$ cat config.mk
export PLATFORM = sky130hd
export DESIGN_NAME = debug_unit_receive
export DESIGN_NICKNAME = d
export VERILOG_FILES = /design/src/rtl/debug_unit_receive.sv
export SDC_FILE = /design/constraint.sdc
export NUM_CORES = 1
export LEC_CHECK = 0
export ABC_AREA = 1
export BUFFER_PORTS_ARGS = -buffer_cell sky130_fd_sc_hd__buf_2
export CAP_MARGIN = 25
export CELL_PAD_IN_SITES_DETAIL_PLACEMENT = 0
export CELL_PAD_IN_SITES_GLOBAL_PLACEMENT = 1
export CORE_AREA = 2 2 98 100
export DETAILED_ROUTE_END_ITERATION = 10
export DIE_AREA = 0 0 100 102
export PLACE_DENSITY = 0.85
export SYNTH_ARGS = -nofsm -noshare
export SYNTH_HDL_FRONTEND = slang
export SYNTH_SLANG_ARGS = --single-unit
$ cat constraint.sdc
create_clock -name i_clock -period 2.4 [get_ports i_clock]
set_clock_uncertainty 0.2 [all_clocks]
set_input_delay 0.24 -clock i_clock [delete_from_list [all_inputs] [get_ports i_clock]]
set_output_delay 0.24 -clock i_clock [all_outputs]
set_load 0.02 [all_outputs]
$ cat src/rtl/debug_unit_receive.sv
// ---------------------------------------------------------------------------
// debug_unit_receive
//   Host-to-MIPS half of the debug unit. Consumes bytes from the UART
//   receiver, decodes host commands, loads program words into instruction
//   memory and drives run/step control toward the pipeline.
//
//   Commands (first byte, decoded in IDLE):
//     'L' 0x4C  load program: <N> then N words, 4 bytes each, MSB first
//     'C' 0x43  run in continuous mode
//     'S' 0x53  run in step-by-step mode
//     'N' 0x4E  advance a single cycle (step mode only)
//
// Ports
//   i_clock            system clock
//   i_reset            synchronous, active-high reset
//   i_uart_rx_data     received byte, valid while i_uart_rx_done=1
//   i_uart_rx_done     1-cycle pulse: byte received
//   i_halt             pipeline reached HALT (level or pulse)
//   o_instr_mem_wr_en  1-cycle instruction memory write strobe
//   o_instr_mem_addr   word address of the write
//   o_instr_mem_data   assembled instruction word
//   o_execution_mode   0=continuous, 1=step-by-step
//   o_start            1-cycle pulse: release pipeline
//   o_step             1-cycle pulse: advance one cycle
//   o_running          program executing (set by start, cleared by halt)
//   o_program_loaded   a complete program is resident
//   o_cmd_error        1-cycle pulse: byte rejected
// ---------------------------------------------------------------------------
module debug_unit_receive #(
  parameter int NB_DATA  = 32,
  parameter int NB_BYTE  = 8,
  parameter int NB_ADDR  = 8,
  parameter int NB_STATE = 3
) (
  input  logic               i_clock,
  input  logic               i_reset,
  input  logic [NB_BYTE-1:0] i_uart_rx_data,
  input  logic               i_uart_rx_done,
  input  logic               i_halt,
  output logic               o_instr_mem_wr_en,
  output logic [NB_ADDR-1:0] o_instr_mem_addr,
  output logic [NB_DATA-1:0] o_instr_mem_data,
  output logic               o_execution_mode,
  output logic               o_start,
  output logic               o_step,
  output logic               o_running,
  output logic               o_program_loaded,
  output logic               o_cmd_error
);

  localparam int BYTES_PER_WORD = NB_DATA / NB_BYTE;
  localparam int NB_CNT         = (BYTES_PER_WORD > 1) ? $clog2(BYTES_PER_WORD) : 1;

  localparam logic [NB_BYTE-1:0] CMD_LOAD = NB_BYTE'('h4C);
  localparam logic [NB_BYTE-1:0] CMD_CONT = NB_BYTE'('h43);
  localparam logic [NB_BYTE-1:0] CMD_STEP_MODE = NB_BYTE'('h53);
  localparam logic [NB_BYTE-1:0] CMD_NEXT = NB_BYTE'('h4E);

  typedef enum logic [NB_STATE-1:0] {
    IDLE       = NB_STATE'(0),
    READ_COUNT = NB_STATE'(1),
    READ_BYTE  = NB_STATE'(2)
  } state_t;

  state_t              state_reg;
  logic [NB_ADDR-1:0]  word_idx_reg;
  logic [NB_ADDR-1:0]  word_count_reg;
  logic [NB_CNT-1:0]   byte_cnt_reg;
  logic [NB_DATA-1:0]  assembly_reg;

  logic [NB_DATA-1:0]  word_next;
  logic [NB_ADDR-1:0]  word_idx_next;
  logic                last_byte;
  logic                last_word;

  // Incoming byte lands in the low lane; earlier bytes move up, so after
  // BYTES_PER_WORD bytes the first one received sits in the MSB lane.
  always_comb begin
    word_next     = {assembly_reg[NB_DATA-NB_BYTE-1:0], i_uart_rx_data};
    word_idx_next = word_idx_reg + NB_ADDR'(1);
    last_byte     = (byte_cnt_reg == NB_CNT'(BYTES_PER_WORD - 1));
    last_word     = (word_idx_next == word_count_reg);
  end

  always_ff @(posedge i_clock) begin
    if (i_reset) begin
      state_reg         <= IDLE;
      word_idx_reg      <= '0;
      word_count_reg    <= '0;
      byte_cnt_reg      <= '0;
      assembly_reg      <= '0;
      o_instr_mem_wr_en <= 1'b0;
      o_instr_mem_addr  <= '0;
      o_instr_mem_data  <= '0;
      o_execution_mode  <= 1'b0;
      o_start           <= 1'b0;
      o_step            <= 1'b0;
      o_running         <= 1'b0;
      o_program_loaded  <= 1'b0;
      o_cmd_error       <= 1'b0;
    end else begin
      // Strobes are single-cycle unless re-asserted below.
      o_instr_mem_wr_en <= 1'b0;
      o_start           <= 1'b0;
      o_step            <= 1'b0;
      o_cmd_error       <= 1'b0;

      if (i_uart_rx_done) begin
        case (state_reg)
          IDLE: begin
            case (i_uart_rx_data)
              CMD_LOAD: begin
                // Overwriting memory under a live pipeline is refused.
                if (o_running) begin
                  o_cmd_error <= 1'b1;
                end else begin
                  o_program_loaded <= 1'b0;
                  word_idx_reg     <= '0;
                  state_reg        <= READ_COUNT;
                end
              end
              CMD_CONT, CMD_STEP_MODE: begin
                if (o_program_loaded && !o_running) begin
                  o_execution_mode <= (i_uart_rx_data == CMD_STEP_MODE);
                  o_start          <= 1'b1;
                  o_running        <= 1'b1;
                end else begin
                  o_cmd_error <= 1'b1;
                end
              end
              CMD_NEXT: begin
                // A halt arriving together with the step wins: the step is
                // dropped without flagging an error.
                if (!i_halt) begin
                  if (o_running && o_execution_mode) begin
                    o_step <= 1'b1;
                  end else begin
                    o_cmd_error <= 1'b1;
                  end
                end
              end
              default: o_cmd_error <= 1'b1;
            endcase
          end

          READ_COUNT: begin
            word_count_reg <= NB_ADDR'(i_uart_rx_data);
            byte_cnt_reg   <= '0;
            if (i_uart_rx_data == '0) begin
              o_program_loaded <= 1'b1;
              state_reg        <= IDLE;
            end else begin
              state_reg <= READ_BYTE;
            end
          end

          READ_BYTE: begin
            assembly_reg <= word_next;
            if (last_byte) begin
              o_instr_mem_wr_en <= 1'b1;
              o_instr_mem_addr  <= word_idx_reg;
              o_instr_mem_data  <= word_next;
              word_idx_reg      <= word_idx_next;
              byte_cnt_reg      <= '0;
              if (last_word) begin
                o_program_loaded <= 1'b1;
                state_reg        <= IDLE;
              end
            end else begin
              byte_cnt_reg <= byte_cnt_reg + NB_CNT'(1);
            end
          end

          default: state_reg <= IDLE;
        endcase
      end

      // Halt overrides any run request seen in the same cycle.
      if (i_halt) begin
        o_running <= 1'b0;
      end
    end
  end

endmodule

**After elaboration in Yosys (flattened, before gate mapping)**

Cells that the tools add are included.
W data, S select, Z words.

- Register bits: 92
- Bits in latches: 0
- RAM bits: 0
- Bits in read-only memories: 0
- Memories: 0

- Add/subtract/negate cells: 2
- Multiply operators: 0
- Div/mod/pow operators: 0
- $lt $le $gt $ge: 0
- Eq/ne operators: 13
- Shifts and indexed selects: 0
- Mux-type cells: 26
- Bitwise logic cells: 5
- Reduce and logical (&&, ||, !) cells: 22

Operator list:

| cell | count |
|---|---|
| $eq A8 B7 Y1 const B | 4 |
| $mux W8 | 3 |
| $pmux W8 S2 | 1 |
| $mux W1 | 12 |
| $mux W3 | 4 |
| $reduce_and A5 Y1 | 2 |
| $pmux W3 S3 | 1 |
| $add A8 B1 Y8 const B | 1 |
| $eq A8 B8 Y1 | 1 |
| $logic_not A8 Y1 | 1 |
| $ne A2 B2 Y1 const B | 4 |
| $reduce_and A7 Y1 | 1 |
| $pmux W1 S3 | 2 |
| $reduce_and A2 Y1 | 3 |
| $reduce_or A3 Y1 | 2 |
| $not A1 Y1 | 5 |
| $reduce_or A5 Y1 | 1 |
| $mux W2 | 2 |
| $pmux W2 S2 | 1 |
| $reduce_and A4 Y1 | 1 |
| $reduce_bool A2 Y1 | 2 |
| $reduce_or A2 Y1 | 2 |
| $reduce_or A4 Y1 | 1 |
| $eq A3 B1 Y1 const B | 1 |
| 9 further kinds | 10 |

**Depth between registers and ports, before layout**

- Depth in word-level cells: 5
- Mapped depth: 14
- Gate-level depth less buffers: 14

**Least setup slack after synthesis**

No wires, ideal clock.

- Path kind: flip-flop to flip-flop
- From: register word_idx_reg[0]
- To: register state_reg[1]
- Setup time: 0.115 ns
- Arrival time: 1.463 ns
- Data required time: 2.085 ns
- Slack: 0.622 ns
- Stages on the path, launching flop included: 13
- Clock period less this slack: 1.778 ns
- Cell sequence: dfxtp_1 ha_1 nand2_2 nor2_1 nand2_1 nand3_1 nand3_1 nor2_1 nand3_2 nand2_4 nand3_1 nand2_1 nor2_1

- Longest elaborated chain between the ends: 4

Ends and longest elaborated chain:

| what | RTL line | source |
|---|---|---|
| start, declared | 66 | `logic [NB_ADDR-1:0] word_idx_reg;` |
| start signal, assigned | 163 | `word_idx_reg <= word_idx_next;` |
| $add A8 B1 Y8 | 80 | `word_idx_next = word_idx_reg + NB_ADDR'(1);` |
| $eq A8 B8 Y1 | 82 | `last_word = (word_idx_next == word_count_reg);` |
| $ne A2 B2 Y1 (no line) | n/a |  |
| $reduce_and A5 Y1 (no line) | n/a |  |
| end signal, assigned | 87 | `state_reg <= IDLE;` |
| end signal, assigned | 119 | `state_reg <= READ_COUNT;` |
| end signal, assigned | 151 | `state_reg <= IDLE;` |
| end, declared | 65 | `state_t state_reg;` |

No other way between the ends.
A chain may end at the register's enable or synchronous reset.

**Worst setup path after layout**

- From: input port i_uart_rx_data[7]
- To: register word_idx_reg[4]

- Longest elaborated chain between the ends: 3

Ends and longest elaborated chain:

| what | RTL line | source |
|---|---|---|
| start, declared | 37 | `input logic [NB_BYTE-1:0] i_uart_rx_data,` |
| $eq A8 B7 Y1 | 111 | `case (i_uart_rx_data)` |
| $ne A2 B1 Y1 (no line) | n/a |  |
| $reduce_and A5 Y1 (no line) | n/a |  |

No other way between the ends.

==> reports/results.tsv <==
metric	value	unit
crit-path leading delay family	buffers and inverters	
multi-input logic area	1550	sq um
Final min period	2040	ps
maxcap violations	0	
vias in the first global route	3026	
pin slew with the least headroom to its limit	431	ps
crit-path cells	dlygate4sd3_1 > buf_2 > inv_2 > nand2_1 > nor3_2 > nand2_1 > o21ai_2 > nand3_2 > inv_2 > o21ai_2 > nand2_1 > a21oi_1	
clock slew at reported path FFs	100	ps
Final Cycle Share	84.9	%
final hold violations	0	
# IOs	59	
non-filler cells, final	649	
reg-to-reg setup timing slack	400	ps
worst hold path type	in -> reg	
routed len/inst	14.1	um
fin nets	550	
max incr delay on CP	530	ps
max reg flops	32	
CP Launch Type	primary input	
first-pass GRT wire length	14.9	mm
final setup fails	0	
Power, Total	2.81	mW
Die Ht	102	um
CTS buffer count	9	
TNS Setup	0	ps
Slew Limit Fails	0	
Diodes inserted	0	
vias post-DR	3284	
Final Instance Area	4290	sq um
syn nets	490	
DRC	0	
Routed Antenna Nets	0	
layout cell share with drive strength beyond 1	19.7	%
fmax	0.491	GHz
full die area	10200	sq um
Yosys warning total	0	
VDD IR max	0.303	mV
Overflow after GRT	0	
RSZ-0062 raised after global routing	false	
Crit. End Element	flip-flop	
core area	9110	sq um
first drt pass iteration count	4	
Final Worst Setup Slack	363	ps
Sink Count	91	
Post-Syn Instances	473	
CP dominant cell by count	nand2_1	
Worst Path Buf+Inv	4	
fill count	937	
critical path depth	12	
status	complete, no violations	
Slew HR	71.3	%
CTS tree	yes	
worst-case clock buffer depth	2	
worst hold slack	25.2	ps
Lkg Pwr	1.89	nW
post-place instance area	4030	sq um
number of port buffers	58	
power density cells	655	nW/um^2
CP max stage cell	dlygate4sd3_1	
worst-path fanout max	8	
critical path type	in -> reg	
starting density of the core	40.1	%
post-DP HPWL	6.52	mm
largest net degree at the start of global routing	46	
Synth Register Bits	91	
chip width	100	um
Root Driver	clkbuf_8	
Netlist cell types	33	
clock latency on the worst-skew pair	360	ps
routability congestion estimate	0.867	
GRT Overall Usage	18.7	%
worst slack at placement	450	ps
WP data required	2430	ps
post-synthesis cell area	3650	sq um
initial antenna violation count	0	
Layout area overhead	17.7	%
Placed Cells incl. Taps	627	
FF+latch area	1820	sq um
Hold Path Stages	3	
Via density	5.06	
Clock H-tree levels	3	
Post-Syn Area per Cell	7.72	sq um
Util after Layout	47.1	%
Worst EP arrival	2060	ps
row cnt	35	
Reg2Reg Depth	14	
Total Routed Length	9.12	mm
post_cts resized	0	
sequential fraction of the synthesis area	49.9	%
Initial DRC Count	156	
## power by group
group / switching [mW] / internal, mW / total (mW)
clock: 0.630 / 0.415 / 1.04
combinational: 0.142 / 0.0695 / 0.212
sequential: 0.0174 / 1.54 / 1.56
total: 0.790 / 2.02 / 2.81
## cells in the final DEF, fill, tap and decap left out, types with 9 or more instances in the layout
cell type and n:
clkbuf_8 9, a21oi_1 44, dfxtp_1 91, buf_2 58, inv_2 9, nand3_1 39
inv_1 40, o21ai_1 11, o21ai_0 55, nor2_1 54, nand2_1 64
## final timing paths
path,start,end
max reg2reg,word_idx_reg[0],state_reg[0]
min,i_uart_rx_data[3],word_count_reg[3]
max,i_uart_rx_data[7],word_idx_reg[4]
min reg2reg,assembly_reg[9],assembly_reg[17]
## area by class of cell
type                            count  share of cell area, %
Inverter                           51                   4.46
Timing Repair Buffer               70                   9.21
Clock buffer                        9                   2.88
Multi-Input combinational cell    310                   36.0
Clock inverter                      7                   1.78
Tap cell                          111                   3.23
Sequential cell                    91                   42.4
## metal layers
layer  GRT usage, %  wire, um  vias up
met5              0         0        -
met4           9.48       262        0
met3           3.01       362       18
met2           29.1      4060       82
met1           25.3      4440     1502
li1               -         -     1682
## worst register-to-register path, delay by kind of cell, from the launching register on
kind,cells,cell delay (ps)
adder cells (fa/ha/maj),1,260
AND/OR/NAND/NOR,12,910
buffers and inverters,1,60
flip-flops,1,480
## kinds of logic after synthesis
family	count (synthesis)	share of synthesized area [%]
compound gates	124	18.0
xor+xnor	2	0.480
fa+ha+maj	5	1.71
buf+inv	72	7.71
flops	91	49.9
simple gates	179	22.1
## Yosys cell counts
library cell | count | area [sq um]
nand2_4 | 1 | 11.3
o21ai_0 | 55 | 275
nor3_1 | 1 | 5.00
a21oi_1 | 44 | 220
buf_2 | 6 | 30.0
dfxtp_1 | 91 | 1820
o31ai_1 | 1 | 7.51
nand2_2 | 3 | 18.8
inv_2 | 9 | 33.8
o21ai_1 | 11 | 55.1
a211oi_1 | 6 | 45.0
nor2_4 | 3 | 33.8
nor2_1 | 54 | 203
o21bai_1 | 1 | 7.51
nor4_1 | 1 | 6.26
xnor2_1 | 1 | 8.76
clkbuf_1 | 14 | 52.6
o221ai_1 | 1 | 8.76
nor3_2 | 1 | 10.0
nand3_1 | 39 | 195
o21ai_2 | 2 | 17.5
nor2_2 | 5 | 31.3
inv_1 | 40 | 150
ha_1 | 5 | 62.6
a311oi_1 | 1 | 8.76
xor2_1 | 1 | 8.76
nand3b_1 | 2 | 15.0
nand4_1 | 3 | 18.8
clkinv_1 | 2 | 7.51
a31oi_1 | 2 | 12.5
buf_4 | 1 | 7.51
nand3_2 | 2 | 20.0
nand2_1 | 64 | 240
## repair_timing
action                                 4_1_cts  5_1_grt
hold buffers                                 6        0
endpoints found under the hold margin       12        0
buffers inserted                             0        0
Power figures use the tool's default switching activity.
